## src/rtl/ifetch_align.sv

```systemverilog
// ---------------------------------------------------------------------------
// ifetch_align -- instruction-fetch front end for the RV32EMC core.
//
// Reads halfwords from the read-only port of the instruction/data RAM,
// buffers them in a small prefetch FIFO and realigns them into 16-bit (RVC)
// or 32-bit instructions for the decoder. A redirect flushes everything
// fetched so far and restarts fetch at the new target.
//
// Configuration macro:
//   IFETCH_BYPASS_EN  when defined, the halfword returning from the RAM this
//                     cycle is visible to the output decode as a virtual FIFO
//                     tail. This saves one cycle of latency after a redirect
//                     or underrun. When undefined, every halfword passes
//                     through the FIFO first.
//
// Ports:
//   clk          clock
//   rst          synchronous active-high reset (overrides redirect)
//   redirect     one-cycle pulse, restart fetch at redirect_pc
//   redirect_pc  byte target of the redirect (bit 0 ignored)
//   mem_en       RAM read enable
//   mem_addr     RAM halfword address
//   mem_dout     RAM read data, valid the cycle after mem_en
//   inst_valid   inst / inst_pc / inst_rvc are valid
//   inst_ready   decoder accepts the presented instruction
//   inst         instruction, RVC zero-extended in bits 31:16
//   inst_pc      byte address of inst
//   inst_rvc     1 = 16-bit instruction
// ---------------------------------------------------------------------------
module ifetch_align #(
  parameter int                  ADDR_WIDTH = 13,
  parameter logic [ADDR_WIDTH:0] RESET_PC   = {(ADDR_WIDTH+1){1'b0}},
  parameter int                  FIFO_DEPTH = 4
) (
  input  logic                  clk,
  input  logic                  rst,
  input  logic                  redirect,
  input  logic [ADDR_WIDTH:0]   redirect_pc,
  output logic                  mem_en,
  output logic [ADDR_WIDTH-1:0] mem_addr,
  input  logic [15:0]           mem_dout,
  output logic                  inst_valid,
  input  logic                  inst_ready,
  output logic [31:0]           inst,
  output logic [ADDR_WIDTH:0]   inst_pc,
  output logic                  inst_rvc
);

  localparam int PTR_W = (FIFO_DEPTH > 1) ? $clog2(FIFO_DEPTH) : 1;
  localparam int CNT_W = PTR_W + 1;
  localparam int SUM_W = CNT_W + 1;
  // Clears bit 0 of a byte PC so it always points at a halfword.
  localparam logic [ADDR_WIDTH:0] PC_MASK = {{ADDR_WIDTH{1'b1}}, 1'b0};

  // Prefetch buffer and fetch state
  logic [15:0]           fifoMem_r [FIFO_DEPTH];
  logic [PTR_W-1:0]      rdPtr_r;
  logic [PTR_W-1:0]      wrPtr_r;
  logic [CNT_W-1:0]      count_r;
  logic                  pend_r;
  logic [ADDR_WIDTH-1:0] fa_r;
  logic [ADDR_WIDTH:0]   headPc_r;

  // Combinational control
  logic [SUM_W-1:0]      inFlight_s;
  logic                  issue_s;
  logic [15:0]           h0_s;
  logic [15:0]           h1_s;
  logic [SUM_W-1:0]      avail_s;
  logic                  isRvc_s;
  logic                  instValid_s;
  logic                  pop_s;
  logic [1:0]            popN_s;
  logic [1:0]            fifoPopN_s;
  logic                  doutConsumed_s;
  logic                  push_s;

  // Read issue: buffered plus in-flight halfwords never exceed the FIFO
  // capacity, so a returning halfword always has a free slot.
  always_comb begin
    inFlight_s = {1'b0, count_r} + SUM_W'(pend_r);
    issue_s    = 1'b0;
    if (rst || redirect) begin
      issue_s = 1'b0;
    end else begin
      issue_s = (inFlight_s < SUM_W'(FIFO_DEPTH));
    end
  end

  // Head/next halfword selection and number of halfwords available to decode
  always_comb begin
    h0_s    = fifoMem_r[rdPtr_r];
    h1_s    = fifoMem_r[rdPtr_r + PTR_W'(1)];
    avail_s = {1'b0, count_r};
`ifdef IFETCH_BYPASS_EN
    // The returning halfword sits logically just behind the buffered ones.
    avail_s = inFlight_s;
    if (count_r == CNT_W'(0)) begin
      h0_s = mem_dout;
    end else begin
      h0_s = fifoMem_r[rdPtr_r];
    end
    if (count_r < CNT_W'(2)) begin
      h1_s = mem_dout;
    end else begin
      h1_s = fifoMem_r[rdPtr_r + PTR_W'(1)];
    end
`endif
  end

  // Instruction length decode and handshake
  always_comb begin
    isRvc_s = (h0_s[1:0] != 2'b11);
    if (isRvc_s) begin
      instValid_s = (avail_s >= SUM_W'(1));
      popN_s      = 2'd1;
    end else begin
      instValid_s = (avail_s >= SUM_W'(2));
      popN_s      = 2'd2;
    end
    // A redirect discards the buffer, so nothing is consumed in that cycle.
    pop_s = instValid_s && inst_ready && !redirect;
  end

  // Split the pop between FIFO entries and the returning halfword
  always_comb begin
    doutConsumed_s = 1'b0;
    fifoPopN_s     = 2'd0;
    if (!pop_s) begin
      fifoPopN_s     = 2'd0;
      doutConsumed_s = 1'b0;
    end else begin
`ifdef IFETCH_BYPASS_EN
      // Popping more than is buffered means the last halfword came straight
      // from mem_dout; it must then not be pushed as well.
      if (SUM_W'(popN_s) > {1'b0, count_r}) begin
        doutConsumed_s = 1'b1;
        fifoPopN_s     = popN_s - 2'd1;
      end else begin
        doutConsumed_s = 1'b0;
        fifoPopN_s     = popN_s;
      end
`else
      doutConsumed_s = 1'b0;
      fifoPopN_s     = popN_s;
`endif
    end
    push_s = pend_r && !doutConsumed_s;
  end

  // Output drive; RVC instructions are zero-extended
  always_comb begin
    mem_en     = issue_s;
    mem_addr   = fa_r;
    inst_valid = instValid_s;
    inst_pc    = headPc_r;
    inst_rvc   = isRvc_s;
    if (isRvc_s) begin
      inst = {16'h0000, h0_s};
    end else begin
      inst = {h1_s, h0_s};
    end
  end

  // Prefetch buffer storage (contents need no reset, the count qualifies them)
  always_ff @(posedge clk) begin
    if (!rst && !redirect && push_s) begin
      fifoMem_r[wrPtr_r] <= mem_dout;
    end
  end

  // Fetch pointer, pending-read flag, FIFO pointers and head PC
  always_ff @(posedge clk) begin
    if (rst) begin
      rdPtr_r  <= {PTR_W{1'b0}};
      wrPtr_r  <= {PTR_W{1'b0}};
      count_r  <= {CNT_W{1'b0}};
      pend_r   <= 1'b0;
      fa_r     <= RESET_PC[ADDR_WIDTH:1];
      headPc_r <= RESET_PC & PC_MASK;
    end else if (redirect) begin
      // Flush; the read returning next cycle is dropped because pend clears.
      rdPtr_r  <= {PTR_W{1'b0}};
      wrPtr_r  <= {PTR_W{1'b0}};
      count_r  <= {CNT_W{1'b0}};
      pend_r   <= 1'b0;
      fa_r     <= redirect_pc[ADDR_WIDTH:1];
      headPc_r <= redirect_pc & PC_MASK;
    end else begin
      pend_r <= issue_s;
      if (issue_s) begin
        fa_r <= fa_r + ADDR_WIDTH'(1);
      end
      if (push_s) begin
        wrPtr_r <= wrPtr_r + PTR_W'(1);
      end
      rdPtr_r <= rdPtr_r + PTR_W'(fifoPopN_s);
      count_r <= count_r + CNT_W'(push_s) - CNT_W'(fifoPopN_s);
      if (pop_s) begin
        if (isRvc_s) begin
          headPc_r <= headPc_r + (ADDR_WIDTH+1)'(2);
        end else begin
          headPc_r <= headPc_r + (ADDR_WIDTH+1)'(4);
        end
      end
    end
  end

endmodule

```

## config.mk

```make
export PLATFORM = sky130hd
export DESIGN_NAME = ifetch_align
export DESIGN_NICKNAME = d
export VERILOG_FILES = /design/src/rtl/ifetch_align.sv
export SDC_FILE = /design/constraint.sdc
export NUM_CORES = 1
export LEC_CHECK = 0
export BUFFER_PORTS_ARGS = -buffer_cell sky130_fd_sc_hd__clkbuf_2
export CAP_MARGIN = 10
export CORE_UTILIZATION = 30
export DETAILED_ROUTE_END_ITERATION = 8
export PLACE_DENSITY = 0.6
export SETUP_SLACK_MARGIN = 0.2
export SLEW_MARGIN = 20
export SYNTH_ARGS = -nofsm -noshare
export SYNTH_HDL_FRONTEND = slang
export SYNTH_SLANG_ARGS = --single-unit
export TNS_END_PERCENT = 5
```

## constraint.sdc

```tcl
create_clock -name clk -period 2.9 [get_ports clk]
set_clock_uncertainty 0.05 [all_clocks]
set_input_delay 0.29 -clock clk [delete_from_list [all_inputs] [get_ports clk]]
set_output_delay 0.29 -clock clk [all_outputs]
set_load 0.005 [all_outputs]
```

==> reports/metrics.yaml, run 1 <==
crit_type: "flop to flop"
finalCritPeriodShare_pct: 89.38
setup_viol: 0
peakVddDrop_mv: 0.3040
yosysWarningCount: 0
drive_above_1_share_pct: 34.98
cap_violations: 0
cp.required_ns: 3.08
antenna_left: 0
finalCoreUtilization_pct: 37.43
synth_nets: 431
maxSlewHeadroom_pct: 62.05
hpwl_um: 8097
die_area_um2: 16760
total_leakage_power_nw: 2.238
initial_core_util_pct: 30.68
ys_async_sr_fraction_pct: 0
cts_buffers: 9
rows: 46
clk_pin_slew_ns: 0.08
design_area_um2: 5946
final_max_slew_viol_count: 0
first_iter_violations: 263
final_common_cell: "clkbuf_2"
setup-tns-final_ns: 0
status: "finished clean"
diodes: 0
ys_types: 58
startpoint_type: "flop"
clk_latency_ns: 0.34
tightest_slew_ns: 0.5641
core_um2: 15890
synth-edff-count: 64
min_period_ns: 2.592
p_total_mw: 3.011
crit_fanout: 6
drc: 0
powerDensity_nw_per_um2: 506.4
wire_per_inst_um: 16.57
end_kind: "flop"
ys_seq_elements: 98
clock_sinks: 98
num_vias: 3583
postPlaceCellArea_um2: 5602
gr-usage-all-layers_pct: 13.99
finalHoldViolCount: 0
grt_max_degree: 28
hp-class: "input pin to flop"
mostFrequentLayoutCells: "clkbuf_2 (93), edfxtp_1 (64), nand2_1 (32), dfxtp_1 (32), mux4_2 (29)"
area_growth_pct: 22.00
routed_wl_um: 11630
nets: 525
cts_tree: "done"
place.gp.congestion: 0.8294
die_h_um: 129.5
cts-root-buf: "clkbuf_16"
grt.overflow.total: 0
syn_area_per_cell_um2: 12.59
htree_num_levels: 3
dieWidth_um: 129.5
rsz0062_at_grt: "false"
yosysSeqAreaShare_pct: 53.40
via_per_inst: 5.104
grt_pass1_wl_um: 18010
syn_inst: 387
synth_area_um2: 4873
cts_buffer_depth: 2
io_pins: 96
synth_ff_type: "edfxtp_1"
grt_pass1_vias: 3390
antenna_found_initial: 0
ctsHoldBuffers: 0
cp_data_arrival_time_ns: 2.77
io_buffers: 93
drt_pass1_iterations: 7
fmax_ghz: 0.3858
## final cells by class
class | instances | area (um^2)
sequential | 98 | 2608
clock buffer | 9 | 225.2
multi-input combinational | 251 | 2112
fill | 1579 | 9940
clock inverter | 7 | 91.34
inverter | 13 | 48.80
timing repair buffer | 108 | 590.6
tap | 216 | 270.3
## cells by family after synthesis
kind of cell | after synthesis | synth area share [%]
adder cells (fa/ha/maj) | 10 | 2.721
AO/OA/AOI/OAI | 73 | 10.91
flip-flops | 98 | 53.40
multiplexers | 37 | 15.46
other | 1 | 0.07695
buffers and inverters | 38 | 3.543
XOR/XNOR | 7 | 1.258
AND/OR/NAND/NOR | 123 | 12.63
## stage by stage
stage / hold WS (ns) / instances / worst slack (ns)
floorplan: 0.3389 / 387 / 0.2046
global placement: 0.4513 / 684 / 0.1785
detailed placement: 0.4586 / 684 / 0.1144
CTS: 0.09798 / 700 / 0.2008
global route: 0.1014 / 702 / 0.1972
finish: 0.1036 / 702 / 0.3081
## synthesized netlist by cell type, drive strengths merged, types with 4 or more instances
cell	number	area, um^2
and2	5	31.28
a311oi	7	61.31
a21oi	13	87.58
clkbuf	16	60.06
nor2	28	105.1
and3	22	137.6
nand3	9	45.04
inv	12	45.04
o21ai	17	85.08
nand4	4	25.02
or3	10	62.56
nand2	32	120.1
buf	9	63.80
edfxtp	64	1922
ha	9	112.6
dfxtp	34	680.7
a31oi	9	56.30
mux2i	4	40.04
xnor2	4	35.03
mux4	30	679.4
## final timing paths
check	start	endpoint	slack, ns	cells past startpoint
setup reg to reg	rdPtr_r[0]	count_r[2]	0.31	10
hold reg to reg	mem_addr[12]	mem_addr[12]	0.46	2
setup / recovery	rdPtr_r[0]	count_r[2]	0.31	10
hold / removal	mem_dout[7]	fifoMem_r[3][7]	0.10	1
## where the power goes
| group | total [mW] | internal (mW) | switching (mW) |
|---|---|---|---|
| sequential | 1.55 | 1.51 | 0.0371 |
| clock | 1.26 | 0.696 | 0.560 |
| combinational | 0.204 | 0.0903 | 0.114 |
## state kept, by name, indices dropped and copies added, names as in the netlist
register / flops
mem_addr: 13
rdPtr_r: 2
count_r: 3
wrPtr_r: 2
pend_r: 1
fifoMem_r: 64
inst_pc: 13
## per-layer routing
metal,GRT usage (%),wire length (um),up-vias
met5,0,0,-
met4,5.335,228,0
met3,2.519,409,14
met2,23.97,5949,90
met1,17.58,5048,1790
li1,-,-,1689
## timing repair
item                                    4_1_cts  5_1_grt
pin swaps                                     0        0
gates resized for setup                       3        2
buffers inserted                              0        2
endpoints found under the setup margin        1        1
## worst max-delay path, cell delays in order (launching register included)
cell and delay [ns]:
dfxtp_4 0.40, mux4_2 0.52, and2_4 0.21, inv_2 0.06
o2111a_2 0.23, xor2_1 0.07, ha_1 0.20, fa_2 0.36
xnor2_2 0.17, xnor2_1 0.15, nor2_1 0.06
Power figures use the tool's default switching activity.
==> run 2: changes to the inputs <==
--- a/config.mk
+++ b/config.mk
@@ -7,9 +7,11 @@
 export LEC_CHECK = 0
 export BUFFER_PORTS_ARGS = -buffer_cell sky130_fd_sc_hd__clkbuf_2
 export CAP_MARGIN = 10
+export CELL_PAD_IN_SITES_DETAIL_PLACEMENT = 1
+export CELL_PAD_IN_SITES_GLOBAL_PLACEMENT = 2
 export CORE_UTILIZATION = 30
 export DETAILED_ROUTE_END_ITERATION = 8
-export PLACE_DENSITY = 0.6
+export PLACE_DENSITY = 0.8
 export SETUP_SLACK_MARGIN = 0.2
 export SLEW_MARGIN = 20
 export SYNTH_ARGS = -nofsm -noshare
==> run 2 against run 1 <==
  * First-iteration DRC count down 38%
  * Cell count unchanged
  * Global-route usage up 1.2 points
  * Clock power down 4%
  * Largest cell class unchanged
  * Sequential power about the same
  * Die area unchanged
  * Cell area down 0.55%
  * Worst hold slack worse by 0.0016 ns
  * Critical endpoint unchanged
==> reports/metrics.yaml, run 2 (same netlist as run 1, synthesis figures left out) <==
crit_type: "flop to flop"  # unchanged
first_iter_violations: 163  # was 263
internal_power_mw: 2.219  # was 2.300 mW
powerDensity_nw_per_um2: 502.3  # was 506.4 nW/um^2
finalCoreUtilization_pct: 37.22  # was 37.43%
final_common_cell: "clkbuf_2"  # unchanged
wire_per_inst_um: 17.74  # was 16.57 um
crit_fanout: 4  # was 6
routed_wl_um: 12450  # was 11630 um
drt_pass1_iterations: 4  # was 7
die_h_um: 129.5  # unchanged
dpl_worst_slack_ns: 0.2951  # was 0.1144 ns
grt_pass1_wl_um: 19290  # was 18010 um
nets: 525  # unchanged
num_vias: 3563  # was 3583
hpwl_um: 8996  # was 8097 um
core_um2: 15890  # unchanged
layout.cells.non_filler: 702  # unchanged
initial_core_util_pct: 30.68  # unchanged
maxSlewHeadroom_pct: 65.23  # was 62.05%
setup_viol: 0  # unchanged
min_period_ns: 2.592  # about the same
htree_num_levels: 3  # unchanged
fmax_ghz: 0.3858  # about the same
cts_buffers: 9  # unchanged
status: "finished clean"  # unchanged
rsz0062_at_grt: "false"  # unchanged
startpoint_type: "flop"  # unchanged
swShare_pct: 25.29  # was 23.61%
via_per_inst: 5.075  # was 5.104
drive_above_1_share_pct: 34.77  # was 34.98%
place.gp.congestion: 0.7500  # was 0.8294
cap_violations: 0  # unchanged
ctsHoldBuffers: 0  # unchanged
tightest_slew_ns: 0.5162  # was 0.5641 ns
clk_latency_ns: 0.35  # was 0.34 ns
gr-usage-all-layers_pct: 15.17  # was 13.99%
peakVddDrop_mv: 0.2774  # was 0.3040 mV
finalHoldViolCount: 0  # unchanged
clock_sinks: 98  # unchanged
area_growth_pct: 21.34  # was 22.00%
setup_slack_ns: 0.3082  # was 0.3081 ns
finalCritPeriodShare_pct: 89.37  # was 89.38%
io_buffers: 93  # unchanged
pwr-share-seq_pct: 52.2  # was 51.5%
hp-class: "input pin to flop"  # unchanged
p_switching_mw: 0.7510  # was 0.7109 mW
largest_reg_flops: 64  # unchanged
top_register: "fifoMem_r"  # unchanged
cts_buffer_depth: 2  # unchanged
mostFrequentLayoutCells: "clkbuf_2 (93), edfxtp_1 (64), nand2_1 (32), dfxtp_1 (32), mux4_2 (29)"  # unchanged
cp.required_ns: 3.09  # was 3.08 ns
end_kind: "flop"  # unchanged
die_area_um2: 16760  # unchanged
io_pins: 96  # unchanged
cts-root-buf: "clkbuf_16"  # unchanged
rows: 46  # unchanged
setup-tns-final_ns: 0  # unchanged
cp_data_arrival_time_ns: 2.78  # was 2.77 ns
diodes: 0  # unchanged
clk_pin_slew_ns: 0.08  # about the same
clockPowerShare_pct: 40.7  # was 41.7%
antenna_found_initial: 0  # unchanged
dpl.cell_count: 686  # was 684
dieWidth_um: 129.5  # unchanged
final_max_slew_viol_count: 0  # unchanged
grt_pass1_vias: 3638  # was 3390
total_leakage_power_nw: 2.227  # was 2.238 nW
grt_max_degree: 28  # unchanged
cts_tree: "done"  # unchanged
p_comb_share_pct: 7.0  # was 6.8%
drc: 0  # unchanged
antenna_left: 0  # unchanged
grt.overflow.total: 0  # unchanged
## run 2: cell count changes in the layout (fill, tap and decap cells not counted), sizes merged
cell      change
inv           -1
bufinv        -1
clkinv        +3
clkinvlp      -1
## run 2: through the flow
stage               hold slack [ns]  instance area (um^2)  power, mW
floorplan                    0.3389                  4878      1.683
global placement             0.4519                  5604      1.781
detailed placement           0.4623                  5604      1.792
CTS                         0.09123                  5906      3.004
global route                0.09902                  5913      3.074
finish                       0.1020                  5913      2.970
## run 2: repair_timing
item | CTS | global route
hold endpoints to repair | 0 | 0
buffers inserted | 0 | 0
setup endpoints to repair | 0 | 1
gates resized for setup | 0 | 1
## run 2: power groups by stage
| stage | combinational [mW] | clock [mW] | sequential (mW) |
|---|---|---|---|
| after global placement | 0.200 | 0 | 1.58 |
| final | 0.208 | 1.21 | 1.55 |
| after floorplan | 0.110 | 0 | 1.57 |
| after global routing | 0.233 | 1.28 | 1.56 |
| after CTS | 0.210 | 1.24 | 1.55 |
| after detailed placement | 0.208 | 0 | 1.58 |
## run 2: final timing paths
| check | startpoint | endpoint | slack (ns) | depth (start not counted) |
|---|---|---|---|---|
| worst min register to register | mem_addr[1] | mem_addr[1] | 0.47 | 2 |
| worst min-delay path | mem_dout[9] | fifoMem_r[2][9] | 0.10 | 1 |
| worst max-delay path | fifoMem_r[3][0] | count_r[2] | 0.31 | 10 |
| worst max register to register | fifoMem_r[3][0] | count_r[2] | 0.31 | 10 |
## run 2: metal layers
metal / vias to the layer above / part of all wire, % / routed length, um / global-route usage [%]
met2: 65 / 50 / 6285 / 25.96
li1: 1675 / - / - / -
met3: 15 / 3.4 / 429 / 2.766
met4: 0 / 1.6 / 193 / 5.472
met5: - / 0 / 0 / 0
met1: 1808 / 45 / 5542 / 19.19
## run 2: final cells by class
type	instances	area, um^2
Timing Repair Buffer	108	578.1
Tap cell	216	270.3
Fill cell	1766	9972
Clock inverter	7	76.32
Multi-Input combinational cell	251	2110
Sequential cell	98	2605
Clock buffer	9	225.2
Inverter	13	48.80
## run 2: worst max-delay path, cell delays in order, from the launching register on
cell and delay (ns):
edfxtp_1 0.42, mux4_2 0.51, and2_0 0.22, inv_2 0.08, o2111a_2 0.24, xor2_1 0.08
ha_1 0.20, fa_2 0.36, xnor2_2 0.14, xnor2_1 0.13, nor2_1 0.05
